--- src/rtl/ctrl_sequencer.sv ---
// ctrl_sequencer: multi-cycle control sequencer for the 9-bit ISA core.
// Decodes the current instruction word into register addresses and raw
// write/branch requests, then gates those requests by a small machine
// state (IDLE / RUN / LOAD_WAIT / HALT). Loads stall for MEM_LAT extra
// cycles before write-back, and a saturating counter tracks the cycles
// spent executing since the last Start.
module ctrl_sequencer #(
  parameter int RAW     = 4,   // register-address width, 4..6
  parameter int MEM_LAT = 1,   // extra load cycles before write-back, 0..15
  parameter int CW      = 16   // cycle-counter width, 8..32
) (
  input  logic           Clk,
  input  logic           Reset,
  input  logic           Start,
  input  logic [8:0]     Instruction,
  output logic           PCEn,
  output logic           RegWrEn,
  output logic           MemWrEn,
  output logic           LoadInst,
  output logic           ConditionalJump,
  output logic           BranchAbsOrRel,
  output logic [1:0]     BranchConditions,
  output logic [RAW-1:0] RegReadAddrA,
  output logic [RAW-1:0] RegReadAddrB,
  output logic [RAW-1:0] RegWriteAddr,
  output logic           Busy,
  output logic           Done,
  output logic [CW-1:0]  CycleCount
);

  // RC is the implicit accumulator register: the highest register index.
  localparam logic [RAW-1:0] RC = '1;

  // Wait counter is sized for the largest legal latency (15).
  localparam int             WCW      = 4;
  localparam bit             HAS_LAT  = (MEM_LAT > 0);
  localparam logic [WCW-1:0] WC_START = WCW'(HAS_LAT ? MEM_LAT - 1 : 0);

  typedef enum logic [1:0] {
    S_IDLE,
    S_RUN,
    S_LOAD_WAIT,
    S_HALT
  } state_t;

  state_t         state;
  logic [WCW-1:0] wc;

  // Raw (ungated) decode of the instruction word.
  logic raw_mem_wr;
  logic raw_load;
  logic raw_br;
  logic raw_reg_wr;
  logic halt_word;
  logic load_stalls;

  // Instruction class decode; these are pure functions of the ROM word.
  always_comb begin
    raw_mem_wr  = (Instruction[8:4] == 5'b11011);
    raw_load    = (Instruction[8:4] == 5'b11010);
    raw_br      = (Instruction[8:5] == 4'b1111);
    halt_word   = (Instruction == 9'h1FF);
    raw_reg_wr  = (Instruction[8:6] != 3'b111) && !raw_mem_wr;
    // A load only leaves RUN when there is latency to wait out.
    load_stalls = raw_load && HAS_LAT;
  end

  // Register address decode; driven in every state so the register file
  // read ports always see the operands of the word on the ROM output.
  always_comb begin
    // NOTE: every variable written here gets a default first, so no path
    // through the case statement leaves it unassigned and infers a latch.
    RegReadAddrA = RAW'(Instruction[1:0]);
    RegReadAddrB = RAW'(Instruction[3:2]);
    RegWriteAddr = RAW'(Instruction[1:0]);
    case (Instruction[8:5])
      // Opcodes 0000..0011 read and write the accumulator.
      4'b0000, 4'b0001, 4'b0010, 4'b0011: begin
        RegReadAddrA = RC;
        RegWriteAddr = RC;
      end
      // 0100: I[4]=0 writes RC (with a 3-bit B index when I[3]=0);
      //       I[4]=1 moves RC into the 4-bit register index I[3:0].
      4'b0100: begin
        if (!Instruction[4]) begin
          RegWriteAddr = RC;
          if (!Instruction[3]) begin
            RegReadAddrB = RAW'(Instruction[2:0]);
          end
        end else begin
          RegReadAddrB = RC;
          RegWriteAddr = RAW'(Instruction[3:0]);
        end
      end
      // 0110 with I[4]=1 pairs RC with a full 4-bit register index.
      4'b0110: begin
        if (Instruction[4]) begin
          RegReadAddrA = RC;
          RegReadAddrB = RAW'(Instruction[3:0]);
        end
      end
      default: ;
    endcase
  end

  assign BranchConditions = Instruction[3:2];

  // State-gated enables: the decode requests only reach the datapath in
  // RUN, or at the final cycle of a load wait for the write-back.
  always_comb begin
    PCEn            = 1'b0;
    RegWrEn         = 1'b0;
    MemWrEn         = 1'b0;
    LoadInst        = 1'b0;
    ConditionalJump = 1'b0;
    Busy            = 1'b0;
    Done            = 1'b0;
    case (state)
      S_RUN: begin
        Busy = 1'b1;
        if (halt_word) begin
          // Hold the PC on the halt word; nothing is written.
        end else if (load_stalls) begin
          // First cycle of a stalled load: select the load path, defer
          // the register write until the data is back.
          LoadInst = 1'b1;
        end else begin
          RegWrEn         = raw_reg_wr;
          MemWrEn         = raw_mem_wr;
          LoadInst        = raw_load;
          ConditionalJump = raw_br;
          PCEn            = 1'b1;
        end
      end
      S_LOAD_WAIT: begin
        Busy     = 1'b1;
        LoadInst = 1'b1;
        if (wc == '0) begin
          RegWrEn = 1'b1;
          PCEn    = 1'b1;
        end
      end
      S_HALT: begin
        Done = 1'b1;
      end
      default: ;
    endcase
    // The abs/rel flag only means something alongside a live branch.
    BranchAbsOrRel = ConditionalJump & Instruction[4];
  end

  // Machine state, load wait counter and saturating cycle counter.
  always_ff @(posedge Clk) begin
    // NOTE: state is updated with non-blocking assignments so every
    // register samples the values from before this edge, in any order.
    if (Reset) begin
      state      <= S_IDLE;
      wc         <= '0;
      CycleCount <= '0;
    end else begin
      if (Busy && (CycleCount != '1)) begin
        CycleCount <= CycleCount + CW'(1);
      end
      case (state)
        S_IDLE, S_HALT: begin
          if (Start) begin
            state      <= S_RUN;
            CycleCount <= '0;
          end
        end
        S_RUN: begin
          if (halt_word) begin
            state <= S_HALT;
          end else if (load_stalls) begin
            state <= S_LOAD_WAIT;
            wc    <= WC_START;
          end
        end
        S_LOAD_WAIT: begin
          if (wc == '0) begin
            state <= S_RUN;
          end else begin
            wc <= wc - WCW'(1);
          end
        end
        default: state <= S_IDLE;
      endcase
    end
  end

endmodule

--- config.mk ---
export PLATFORM = sky130hd
export DESIGN_NAME = ctrl_sequencer
export DESIGN_NICKNAME = d
export VERILOG_FILES = /design/src/rtl/ctrl_sequencer.sv
export SDC_FILE = /design/constraint.sdc
export NUM_CORES = 1
export LEC_CHECK = 0
export BUFFER_PORTS_ARGS = -buffer_cell sky130_fd_sc_hd__buf_2
export CORE_ASPECT_RATIO = 1.2
export CORE_MARGIN = 4
export CORE_UTILIZATION = 45
export DETAILED_ROUTE_END_ITERATION = 6
export GPL_TIMING_DRIVEN = 0
export PLACE_DENSITY = 0.72
export SYNTH_ARGS = -nofsm -noshare
export SYNTH_HDL_FRONTEND = slang
export SYNTH_SLANG_ARGS = --single-unit
--- constraint.sdc ---
create_clock -name Clk -period 2.6 [get_ports Clk]
set_clock_uncertainty 0.1 [all_clocks]
set_input_delay 0.13 -clock Clk [delete_from_list [all_inputs] [get_ports Clk]]
set_output_delay 0.13 -clock Clk [all_outputs]
set_load 0.01 [all_outputs]
# --- After elaboration in Yosys (flattened, before gate mapping) ---
# Cells that the tools add are included.
totals:
  latchBits: 0
  mem_bits_rw: 0
  mem_bits_ro: 0
  reg_bits: 22
  mem_count: 0
  wordCells: 76
  out_inout_bits: 38
classes:
  n_mux: 38
  n_eq_ne: 20
  order_cmp: 0
  multipliers: 0
  reduce_logical: 12
  n_div: 0
  n_shift: 0
  bitwise: 1
  add_sub_neg: 2
ops:
  columns: ["op", "n"]
  rows:
  - ["$mux 16", 3]
  - ["$pmux 4 s2", 4]
  - ["$mux 4", 7]
  - ["$add 16x1->16 const B", 1]
  - ["$ne 16x16->1 const B", 1]
  - ["$mux 1", 15]
  - ["$eq 5x5->1 const B", 2]
  - ["$ne 2x2->1 const B", 5]
  - ["$eq 9x9->1 const B", 1]
  - ["$eq 4x2->1 const B", 2]
  - ["$eq 4x3->1 const B", 2]
  - ["$logic_not 4->1", 2]
  - ["$mux 2", 4]
  - ["$ne 3x3->1 const B", 2]
  - ["$pmux 1 s2", 3]
  - ["$pmux 2 s3", 1]
  - ["$eq 2x2->1 const B", 2]
  - ["$eq 4x1->1 const B", 1]
  - ["$eq 4x4->1 const B", 1]
  - ["$reduce_and 4->1", 1]
  - ["$reduce_or 2->1", 2]
  - ["$reduce_or 4->1", 1]
  - ["$sub 4x1->4 const B", 1]
  - ["$mux 3", 1]
  - ["other kinds (7)", 8]

# --- Depth between registers and ports, before layout ---
logic_depth:
  word_depth: 7
  ltp_mapped: 7
  mapped_depth_nobuf: 6

# --- Worst setup path after synthesis ---
# OpenSTA, ideal clock, no wires.
synth_timing:
  path_kind: "register -> register"
  start: "register state[0]"
  end: "register CycleCount[12]"
  t_arrival_ns: 1.722
  setup_time_ns: 0.070
  synth_period_minus_slack_ns: 1.892
  path_buffers: 0
  path_slack_ns: 0.708
  path_stages_with_launch: 7
  cell_sequence: "dfxtp_1 -> inv_1 -> ha_1 -> and3b_2 -> and4_1 -> or4b_1 -> a21oi_1"
synth_via:
  elab_chain_len: 7
  word_cells_on_any_way: 11
  cone_classes: "eq/ne: 3; mux: 4; reduce/logical: 4"
synth_rtl:
  columns: ["item", "line", "text"]
  rows:
  - ["from (decl)", "46", "state_t state;"]
  - ["from (signal assigned)", "157", "state <= S_IDLE;"]
  - ["from (signal assigned)", "167", "state <= S_RUN;"]
  - ["from (signal assigned)", "173", "state <= S_HALT;"]
  - ["$eq 2x2->1 / $eq 2x1->1 (equally long branches)", "118", "case (state)"]
  - ["$reduce_or 2->1 (no line)", null, null]
  - ["$mux 1", "118", null]
  - ["$logic_and 1x1->1", "161", "if (Busy && (CycleCount != '1)) begin"]
  - ["$mux 16", "161", null]
  - ["$mux 16", "166", "if (Start) begin"]
  - ["$mux 16 (*)", "164", "case (state)"]
  - ["to (signal assigned)", "162", "CycleCount <= CycleCount + CW'(1);"]
  - ["to (decl)", "28", "output logic [CW-1:0] CycleCount"]
# Mark *: on every way between the ends. The rest lies on a longest branch, timed or not.
# A chain may end at the register's enable or synchronous reset.

# --- Final worst setup path ---
layout_timing:
  start: "register state[0]"
  end: "register CycleCount[11]"
# Same word-level chain as after synthesis.

==> summary.md <==
| Metric | Value |
|---|---|
| Outcome | complete, no violations |
| Reg2Reg Depth | 6 |
| CTS max path bufs | 2 |
| Total track usage | 0.184 |
| Post-synth EDFFs | 0 |
| Wl on met1 | 1700 µm |
| Arr. time, crit path | 2.20 ns |
| Mapped cell area | 1570 µm² |
| Setup TNS | 0 ns |
| Cell area after layout | 1920 µm² |
| CTS tree | yes |
| Final hold vios | 0 |
| Synth Flop Type | dfxtp_1 |
| Largest net degree at the start of global routing | 13 |
| Row Count | 23 |
| Worst path depth | 6 |
| Routed WL | 3890 µm |
| Max incr delay on CP | 0.44 ns |
| Worst skew pair latency | 0.26 ns |
| Asr flop ratio synth | 0 |
| Worst R2R Start | state[0] |
| Synthesized netlist net count | 221 |
| P_leak | 0.000836 µW |
| CP Buf/Inv Count | 1 |
| Crit-path max FO | 6 |
| Core ar. | 3370 µm² |
| Met3 routed wirelength | 264 µm |
| Max IR drop VDD | 0.345 mV |
| Slew HR | 0.675 |
| Critical Path Start Type | register |
| Clock root buffer | clkbuf_8 |
| Met2 wire len | 1910 µm |
| Critical Path Start | state[0] |
| Hpwl dp | 2990 µm |
| Yosys warning count | 0 |
| Num ports | 50 |
| Cts bufs inserted | 3 |
| Fin Hold WS | 0.0138 ns |
| Chip height | 72.8 µm |
| Layout cells sized above 1 | 0.296 |
| Net count, final | 275 |
| Initial antenna violation count | 0 |
| Critical path's slowest cell | or4_1 |
| Clock period minus worst slack | 2.10 ns |
| Multi-input logic area | 1020 µm² |
| Post-synth cell types | 51 |
| Final setup viols | 0 |
| Area after DPL | 1860 µm² |
| I/O Buffers | 49 |
| Cts hold-fix bufs | 0 |
| CP Capture Point | CycleCount[11] |
| Post-synthesis sequential area ratio | 0.280 |
| Final period util | 0.808 |
| Via Count | 1738 |
| First-pass GRT wire length | 6600 µm |
| Clk slew on worst S/H paths | 0.08 ns |
| Routed len/inst | 13.2 µm |
| Fmax | 476 MHz |
| PD cells | 378 nW/µm² |
| Mapped Cells | 204 |
| # diodes | 0 |
| Crit path max-delay family | simple AND/OR/NAND/NOR gates |
| Routed Antenna Nets | 0 |
| R2r endpoint | CycleCount[11] |
| Initial Util | 0.467 |
| Area added between synthesis and finish | 22.0% |
| R2R setup slack | 0.50 ns |
| Critical-path cell list | inv_1 -> ha_1 -> and4b_1 -> nand4_2 -> or4_1 -> a21oi_1 |
| Post-CTS sizing | 0 |
| RSZ-0062 raised after global routing | false |
| GP Congestion | 0.794 |
| Clock sink total | 22 |
| Average size of a mapped cell | 7.71 µm² |
| TritonRoute pass-1 iters | 4 |
| Synth Register Bits | 22 |
| Worst Path Required | 2.70 ns |
| Vias per cell | 5.91 |
| First-iteration detailed-routing DRC count | 115 |
| Worst setup path class | register to register |
| Vias in the first global route | 1532 |
| Final Max Slew Viols | 0 |
| # fillers | 320 |
| Die area | 4510 µm² |
| Slew @ Worst Pin | 0.484 ns |
| Post-CTS Setup Bufs | 0 |
| Grt total ovfl | 0 |
| FF/Latch Area | 440 µm² |
| Worst setup EP type | register |
| Top Layer Used | met4 |
| H-tree depth | 1 |
| Max-capacitance violation count | 0 |
| Drt drc | 0 |
| Hold Path Class | input pin to register |
| Die X | 62.0 µm |
cell usage after synthesis, types with 2 or more instances:
master    number  share of area
a21oi_1       24          0.076
dfxtp_1       22           0.28
nand2_1       16          0.038
nor2_1        14          0.033
inv_1         11          0.026
o21ai_0       10          0.032
or4_1          8          0.038
o31ai_1        7          0.033
or3_1          7          0.028
nand3_1        6          0.019
nand4_1        6          0.024
o21ai_1        6          0.019
ha_1           5          0.040
or2_2          5          0.020
buf_4          4          0.019
clkbuf_1       4         0.0095
nor3_1         4          0.013
a31oi_1        3          0.012
and4_1         3          0.017
o211ai_1       3          0.014
a211oi_1       2         0.0095
a21boi_1       2         0.0095
nand3_2        2          0.013
o22a_1         2          0.011
o41ai_1        2          0.011
placed cells by master, fill, tap and decap left out, types with 7 or more instances in the layout:
cell | Yosys | routed
buf_2 | 1 | 50
or3_1 | 7 | 7
inv_1 | 11 | 11
or4_1 | 8 | 8
o31ai_1 | 7 | 7
o21ai_0 | 10 | 10
nor2_1 | 14 | 14
a21oi_1 | 24 | 24
dfxtp_1 | 22 | 22
nand2_1 | 16 | 16
worst min path at each step:
stage	startpoint	end	slack, ns	cells past startpoint
after floorplan	Reset	state[0]	0.1	1
after global placement	Reset	wc[0]	0.29	2
after detailed placement	Reset	wc[0]	0.29	2
after CTS	Reset	wc[0]	0.02	2
after global routing	Reset	wc[0]	0.02	2
final	Reset	wc[0]	0.01	2
flip-flops by register name, indices dropped and copies added, names as in the netlist:
signal      count
wc              4
state           2
CycleCount     16
power by group:
part / switching, µW / internal [µW] / leakage (µW)
clock: 113 / 135 / 0.0000288
combinational: 78.6 / 54.0 / 0.000629
sequential: 4.77 / 341 / 0.000178
kinds of logic (layout without fill, tap and decap cells):
| group | after synthesis | count (layout) | share of synthesized area |
|---|---|---|---|
| AND/OR/NAND/NOR | 86 | 86 | 0.335 |
| AO/OA/AOI/OAI | 69 | 69 | 0.271 |
| flip-flops | 22 | 22 | 0.280 |
| buffers and inverters | 22 | 75 | 0.0740 |
| adder cells (fa/ha/maj) | 5 | 5 | 0.0398 |
final cells by class:
cell class | count | share of cell area
tap | 37 | 0.0241
timing repair buffer | 49 | 0.128
clock buffer | 4 | 0.0287
inverter | 11 | 0.0215
multi-input combinational | 160 | 0.529
sequential | 22 | 0.229
buffer | 11 | 0.0391
per-layer routing:
metal / vias up / GRT usage
met4: 0 / 0.0590
met1: 792 / 0.249
met2: 63 / 0.288
li1: 881 / -
met3: 2 / 0.0372
met5: - / 0
per-stage QoR:
step | total power, µW | setup slack (ns) | util | cells
floorplan | 434 | 0.708 | - | 204
global placement | 487 | 0.522 | 0.554 | 290
detailed placement | 487 | 0.523 | 0.554 | 290
CTS | 735 | 0.498 | 0.570 | 294
global route | 768 | 0.380 | 0.570 | 294
finish | 726 | 0.500 | 0.570 | 294
worst register-to-register path: stages, from the launching register on:
cell and delay, ns:
dfxtp_1 0.37, inv_1 0.06, ha_1 0.36, and4b_1 0.36, nand4_2 0.20, or4_1 0.44, a21oi_1 0.14
(Power assumes the default switching activity.)
